--- config.mk ---
export PLATFORM = sky130hd
export DESIGN_NAME = fetch_buffer
export DESIGN_NICKNAME = d
export VERILOG_FILES = /design/src/rtl/fetch_buffer.sv
export SDC_FILE = /design/constraint.sdc
export NUM_CORES = 1
export LEC_CHECK = 0
export CORE_MARGIN = 2
export CORE_UTILIZATION = 40
export DETAILED_ROUTE_END_ITERATION = 8
export PLACE_DENSITY = 0.59
export SYNTH_ARGS = -nofsm -noshare
export SYNTH_HDL_FRONTEND = slang
export SYNTH_SLANG_ARGS = --single-unit
--- constraint.sdc ---
create_clock -name clk -period 5.9 [get_ports clk]
set_clock_uncertainty 0.05 [all_clocks]
set_input_delay 1.18 -clock clk [delete_from_list [all_inputs] [get_ports clk]]
set_output_delay 1.18 -clock clk [all_outputs]
set_load 0.02 [all_outputs]
--- src/rtl/fetch_buffer.sv ---
// ----------------------------------------------------------------------------
// fetch_buffer
//
// Small instruction queue between the fetch and decode stages. Fetch sends
// instructions with a toggle handshake. Each transition on triggerIn offers a
// new {dataIn, pcIn} pair. The buffer answers with one transition on ackOut
// once it has taken the pair. Decode drains the head entry with a
// valid/ready handshake. A one-cycle flushIn pulse (taken branch) discards
// every stored entry.
//
// Parameters
//   DEPTH      number of entries, power of two in the range 2..16
//
// Ports
//   clk        rising-edge clock for all state
//   rstN       asynchronous active-low reset
//   triggerIn  request toggle from fetch (asynchronous to us, so synchronised)
//   dataIn     instruction word, stable until ackOut toggles
//   pcIn       address of dataIn, stable until ackOut toggles
//   ackOut     acknowledge toggle back to fetch
//   instrOut   head-entry instruction (0 when empty)
//   pcOut      head-entry PC (0 when empty)
//   condOut    ARM condition field of the head instruction
//   validOut   head entry is valid
//   readyIn    decode accepts the head entry
//   flushIn    synchronous discard of all entries
//   countOut   number of stored entries
//   fullOut    countOut == DEPTH
//   emptyOut   countOut == 0
// ----------------------------------------------------------------------------
module fetch_buffer #(
   parameter int DEPTH = 4
) (
   input  logic                     clk,
   input  logic                     rstN,
   input  logic                     triggerIn,
   input  logic [31:0]              dataIn,
   input  logic [31:0]              pcIn,
   output logic                     ackOut,
   output logic [31:0]              instrOut,
   output logic [31:0]              pcOut,
   output logic [3:0]               condOut,
   output logic                     validOut,
   input  logic                     readyIn,
   input  logic                     flushIn,
   output logic [$clog2(DEPTH):0]   countOut,
   output logic                     fullOut,
   output logic                     emptyOut
);

   localparam int AW = $clog2(DEPTH);
   localparam int CW = AW + 1;
   localparam logic [CW-1:0] FULL_COUNT = CW'(DEPTH);

   // Handshake synchroniser and acknowledge state
   logic          s1Q;
   logic          s2Q;
   logic          s3Q;
   logic          s3D;
   logic          ackQ;
   logic          ackD;

   // Queue bookkeeping
   logic [AW-1:0] wrPtrQ;
   logic [AW-1:0] wrPtrD;
   logic [AW-1:0] rdPtrQ;
   logic [AW-1:0] rdPtrD;
   logic [CW-1:0] countQ;
   logic [CW-1:0] countD;

   // Entry storage, instruction in the upper half and PC in the lower half
   logic [63:0]   mem [DEPTH];
   logic [63:0]   headEntry;

   logic          pending;
   logic          validInt;
   logic          pushEn;
   logic          popEn;

   // Next-state logic. A request is pending while the synchronised trigger
   // level differs from the last accepted level (s3). Flush wins over any
   // push or pop. It still acknowledges a pending request so that fetch is
   // not left waiting, but the data of that request is dropped.
   always_comb begin
      pending  = s2Q ^ s3Q;
      validInt = (countQ != '0);
      popEn    = validInt & readyIn & ~flushIn;
      // A pop on the same edge frees a slot, so a full buffer can still push.
      pushEn   = pending & ~flushIn & ((countQ != FULL_COUNT) | popEn);

      s3D    = s3Q;
      ackD   = ackQ;
      wrPtrD = wrPtrQ;
      rdPtrD = rdPtrQ;
      countD = countQ;

      if (flushIn) begin
         wrPtrD = '0;
         rdPtrD = '0;
         countD = '0;
         if (pending) begin
            s3D  = s2Q;
            ackD = ~ackQ;
         end
      end else begin
         if (pushEn) begin
            // The pointer width equals log2(DEPTH), so it wraps by overflow.
            wrPtrD = wrPtrQ + AW'(1);
            s3D    = s2Q;
            ackD   = ~ackQ;
         end
         if (popEn) begin
            rdPtrD = rdPtrQ + AW'(1);
         end
         case ({pushEn, popEn})
            2'b10:   countD = countQ + CW'(1);
            2'b01:   countD = countQ - CW'(1);
            default: countD = countQ;
         endcase
      end
   end

   // Control registers. triggerIn passes through two synchroniser flops
   // before it is compared with the accepted level. With space available,
   // this gives a fixed push latency of three edges.
   always_ff @(posedge clk or negedge rstN) begin
      if (!rstN) begin
         s1Q    <= 1'b0;
         s2Q    <= 1'b0;
         s3Q    <= 1'b0;
         ackQ   <= 1'b0;
         wrPtrQ <= '0;
         rdPtrQ <= '0;
         countQ <= '0;
      end else begin
         s1Q    <= triggerIn;
         s2Q    <= s1Q;
         s3Q    <= s3D;
         ackQ   <= ackD;
         wrPtrQ <= wrPtrD;
         rdPtrQ <= rdPtrD;
         countQ <= countD;
      end
   end

   // Storage is not reset. Only entries inside the count window are ever
   // shown on the outputs.
   always_ff @(posedge clk) begin
      if (pushEn) begin
         mem[wrPtrQ] <= {dataIn, pcIn};
      end
   end

   // The head entry is masked to zero while empty. This keeps stale
   // storage off the outputs after reset or flush.
   always_comb begin
      headEntry = mem[rdPtrQ];
      instrOut  = validInt ? headEntry[63:32] : 32'h0;
      pcOut     = validInt ? headEntry[31:0]  : 32'h0;
      condOut   = instrOut[31:28];
      validOut  = validInt;
      ackOut    = ackQ;
      countOut  = countQ;
      fullOut   = (countQ == FULL_COUNT);
      emptyOut  = (countQ == '0);
   end

endmodule

## Word level (Yosys, flattened, before mapping)

Memories as Yosys holds them, arrays and structs flattened.
Cells that the tools add are included.

- Bitwise logic cells: 8
- Equal/unequal tests: 5
- Multiplexer cells: 16
- Add/subtract/negate cells: 4
- Reductions and logical operators: 6

Operators by type and width:

| operator | number |
|---|---|
| $mux W32 | 2 |
| $mux W1 | 8 |
| $mux W2 | 4 |
| $pmux W3 S2 | 1 |
| $reduce_bool A3 Y1 | 2 |
| $add A2 B1 Y2 const B | 2 |
| $and A1 B1 Y1 | 4 |
| $reduce_bool A2 Y1 | 2 |
| $add A3 B1 Y3 const B | 1 |
| $eq A3 B3 Y1 const B | 1 |
| $logic_not A3 Y1 | 1 |
| $mux W3 | 1 |
| $ne A3 B3 Y1 const B | 1 |
| $sub A3 B1 Y3 const B | 1 |
| $eq A2 B1 Y1 const B | 1 |
| $eq A2 B2 Y1 const B | 1 |
| $ne A2 B1 Y1 const B | 1 |
| $not A1 Y1 | 2 |
| $reduce_and A2 Y1 | 1 |
| $or A1 B1 Y1 | 1 |
| $xor A1 B1 Y1 | 1 |

- Memories: 1
- Input bits: 69
- Memory bits (writable): 256
- Register bits after elaboration: 11
- Output and inout port bits: 75
- Logic and storage cells: 47

Memories:

| name | depth | width | rd ports | clocked after Yosys merged registers in | wr ports | line | text |
|---|---|---|---|---|---|---|---|
| mem | 4 | 64 | 1 | 0 | 1 | 72 | `logic [63:0] mem [DEPTH];` |

## Depth between registers and ports, before layout

- Depth in word-level cells: 8
- Gate-level depth with buffers: 8

## Least setup slack after synthesis

No wires, ideal clock.

- Path kind: in2reg
- From: input readyIn
- To: memory mem[0][0] (enable)
- Arrival time: 3072 ps
- Setup slack: 2349 ps
- Stages: 3
- Path buffers: 0
- Required time: 5421 ps
- Setup time: 429 ps
- Cell sequence: nor4b_1 -> nor3_1 -> and2_1

- Word-level cells in the longest chain between the ends: 6

Ends and longest elaborated chain:

| item | line | text |
|---|---|---|
| start, declared | 44 | `input logic readyIn,` |
| $and A1 B1 Y1 (2 in series) | 87 | `popEn = validInt & readyIn & ~flushIn;` |
| $or A1 B1 Y1 | 89 | `pushEn = pending & ~flushIn & ((countQ != FULL_COUNT) \| popEn);` |
| $and A1 B1 Y1 | 89 |  |
| $mux W1 | 149 | `if (pushEn) begin` |
| $mux W1 (implied by the code) | 150 | `mem[wrPtrQ] <= {dataIn, pcIn};` |
| end, declared | 72 |  |

Every way passes these cells.

## Final worst setup path

- From: register rdPtrQ[0]
- To: output pcOut[29]

- Word-level cells in the longest chain between the ends: 2

Ends and longest elaborated chain:

| item | line | text |
|---|---|---|
| start, declared | 66 | `logic [AW-1:0] rdPtrQ;` |
| start signal, assigned | 141 | `rdPtrQ <= rdPtrD;` |
| $mem_v2 Z4 W64 | n/a |  |
| $mux W32 | 159 | `pcOut = validInt ? headEntry[31:0] : 32'h0;` |
| end, declared | 41 | `output logic [31:0] pcOut,` |

Every way passes these cells.

==> summary.txt <==
Finish
  • Register area: 0.00797 mm²
  • Area occupied by multi-input gates: 0.00222 mm²
  • Layout cells sized above 1: 0.183
  • # fillers: 2038
  • NumNets Final: 701
  • N_diodes: 0
  • Area grow syn2layout: 25.4%

Global routing
  • Number of global-route vias before repair: 5441
  • Overall global routing resource usage: 0.149
  • Grt ovf: 0
  • First-pass GRT wire length: 30700 µm
  • Initial antenna violation count: 0
  • Pin count of the biggest net entering global routing: 69

Flow run
  • MaxCap Viol Count: 0

Synth
  • Syn nets: 550
  • Flops & latches, synth: 267
  • Cell Area, Synth: 0.0103 mm²
  • Synthesized area per cell: 21.7 µm²
  • Post-synth top area share: 0.746
  • Synthesis Warnings: 0
  • Async SR Flop Fraction: 0.0412
  • Synth area leaders: edfxtp_1 (75%), mux4_2 (14%), and2_1 (4.1%)
  • Post-synthesis sequential area ratio: 0.772
  • Post-Syn Instances: 476
  • Cell taking the most area after synthesis: edfxtp_1
  • Post-synth EDFFs: 256
  • Synth cell types: 33
  • Primary FF master, synth: edfxtp_1

Power and ir drop
  • Peak VDD IR: 0.000353 V
  • Clock power share: 0.285
  • Switch Pwr: 1680 µW
  • Sw frac: 0.293
  • Reg power frac: 0.411
  • Cell internal pwr: 4050 µW
  • Power per cell area: 443 mW/mm²
  • Combinational power share: 0.304
  • Leakage power: 0.00412 µW

Floorplanning
  • I/O pin count: 144
  • Initial cell density of the core: 0.408
  • Chip Width: 165 µm
  • Die area: 0.0271 mm²
  • Row cnt: 58
  • Core Region: 0.0253 mm²
  • Die Ht: 165 µm

Drt
  • Drt wl/cell: 20.2 µm
  • TritonRoute pass-1 iters: 4
  • Routed via count: 4948
  • Initial DRC Count: 254
  • DRC errors left: 0
  • Routed Antenna Nets: 0
  • Vias per cell: 5.05
  • Final wirelength: 19800 µm

STA
  • Slew margin rel.: 0.302
  • Clock period minus worst slack: 4.49 ns
  • Slew Limit Fails: 0
  • Final hold vios: 0
  • Unrepaired setup endpoints after global routing: no
  • Setup WS post-layout: 1.41 ns
  • Final Cycle Share: 0.760
  • Final setup fails: 0
  • Final setup TNS: 0 ns
  • Worst-Margin Slew: 1.05 ns
  • Fmax: 223 MHz

Setup path
  • Req. time, crit path: 4.67 ns
  • Critical Path AT: 3.26 ns
  • Reg-to-reg startpoint: countOut[0]$_DFFE_PN0P_
  • Crit path largest cell delay: 1.04 ns
  • Worst Path Buf+Inv: 2
  • Family with the most delay on the worst path: flip-flops
  • WS Path Type: flip-flop to primary output
  • Flop-to-flop setup slack: 3.01 ns
  • Crit Path Max Fanout: 45
  • Cell Chain, Critical Path: buf_4, mux4_2, and2_1, clkdlybuf4s50_1
  • Reg2reg end: countOut[2]$_DFFE_PN0P_
  • CP startpoint kind: flip-flop
  • Slowest CP cell: dfrtp_4
  • CP Capture Type: primary output
  • Worst R2R Path Depth: 8

CTS
  • Clk buf depth: 3
  • TritonCTS clock tree: done
  • Root Driver: clkbuf_16
  • Worst-Skew Late Latency: 0.53 ns
  • Clk sinks: 267
  • Number of buffers created by CTS: 29
  • Setup Buffers After CTS: 0
  • CTS clk-pin slew, worst paths: 0.06 ns
  • CTS H-tree lvls: 1
  • Post-CTS sizing: 0
  • Hold buffer count at cts: 0

Run status
  • Status: complete, no violations

Worst hold path
  • Worst Hold Endpoint: s2Q$_DFF_PN0_
  • Worst hold-check path type: flip-flop to flip-flop
  • Hold Startpoint: s1Q$_DFF_PN0_
  • Cell depth of the worst hold path: 0

Placement
  • Pre-CTS WS: 1.85 ns
  • GPL Wtd Cong: 0.689
  • Port Buffers: 143
  • HPWL after DPL: 10900 µm
per-layer routing:
layer  part of all wire  track usage  up-vias
li1                   -            -     2225
met4              0.025       0.0427        0
met1               0.42        0.192     2569
met5                  0            0        -
met3              0.050       0.0309       38
met2               0.50        0.257      116
synthesized netlist by cell type (all sizes together), types with 2 or more instances:
cell	count
edfxtp	256
and2	68
mux4	64
clkbuf	13
buf	12
dfrtp	11
nor2	9
ha	4
inv	4
nand2	3
nor3	3
xnor2	3
xor2	3
a21oi	2
mux2	2
nand2b	2
nand3	2
o21ai	2
or3	2
area by class of cell:
class,instances,share of cell area
multi-input combinational,179,0.171
inverter,4,0.00116
clock buffer,32,0.0570
tap,330,0.0319
sequential,267,0.616
clock inverter,22,0.00996
timing repair buffer,146,0.112
layout by cell type (no fill, tap or decap):
cell	instances
clkdlybuf4s50_1	143
nand3b_1	1
dfrtp_4	2
or3b_2	1
nand3_1	2
nor4b_1	1
and2_1	64
fa_1	1
clkinv_2	9
nand2b_1	2
buf_4	3
dfrtp_1	9
mux2_2	2
inv_1	4
nor2_1	9
a31oi_1	1
edfxtp_1	256
clkinvlp_4	1
xor2_1	3
mux2i_1	1
and2_4	4
clkinv_1	10
bufinv_16	1
clkbuf_16	29
nor3_1	3
o211ai_1	1
clkbuf_1	3
mux4_2	64
ha_1	4
a2111oi_2	1
and2b_1	1
o21ai_0	2
or3_2	1
nand2_1	3
or3_1	1
a21oi_1	2
a21o_1	1
inv_6	1
xnor2_1	3
worst max-delay path by stage:
stage	from	to	slack [ns]	cells after the start
2_1_floorplan	readyIn	mem[0][0]$_DFFE_PP_	2.35	3
3_3_place_gp	rdPtrQ[0]$_DFFE_PN0P_	pcOut[29]	1.87	4
3_5_place_dp	rdPtrQ[0]$_DFFE_PN0P_	instrOut[20]	1.85	4
4_1_cts	rdPtrQ[0]$_DFFE_PN0P_	instrOut[20]	1.28	4
5_1_grt	rdPtrQ[0]$_DFFE_PN0P_	instrOut[20]	1.17	4
6_report	rdPtrQ[0]$_DFFE_PN0P_	pcOut[29]	1.41	4
power by group through the flow:
stage / Clock (µW) / Combinational [µW] / Sequential (µW)
floorplan: 0 / 1090 / 2300
global placement: 0 / 1760 / 2400
detailed placement: 0 / 1770 / 2410
CTS: 1680 / 1780 / 2370
global route: 1750 / 1870 / 2380
finish: 1640 / 1740 / 2360
flip-flops by register name, indices dropped and copies added, names as in the netlist:
signal	count
ackOut	1
s1Q	1
s3Q	1
rdPtrQ	2
mem	256
countOut	3
s2Q	1
wrPtrQ	2
logic make-up after synthesis:
family / after synthesis / synth area share
AO/OA/AOI/OAI: 8 / 0.00546
XOR/XNOR: 6 / 0.00510
adder cells (fa/ha/maj): 5 / 0.00680
buffers and inverters: 30 / 0.0137
flip-flops: 267 / 0.772
multiplexers: 67 / 0.143
AND/OR/NAND/NOR: 93 / 0.0538
worst register-to-register path, cell delays in order (launching register included):
cell     delay (ns)
dfrtp_1        0.48
or3_2          0.48
buf_4          0.35
nand2_1        0.21
nor3_1         0.08
fa_1           0.44
or3_1          0.39
a21o_1         0.18
a31oi_1        0.15
through the flow:
step / utilization / hold slack [ns] / cell area (µm²) / power, µW / instances
after global placement: 0.478 / 0.286 / 12100 / 4160 / 926
final: 0.512 / 0.309 / 12900 / 5730 / 980
after CTS: 0.512 / 0.318 / 12900 / 5830 / 980
after floorplan: - / 0.281 / 10300 / 3390 / 476
after detailed placement: 0.478 / 0.288 / 12100 / 4180 / 926
after global routing: 0.512 / 0.333 / 12900 / 6010 / 980
Note: power is estimated with default switching activity, not from simulation.
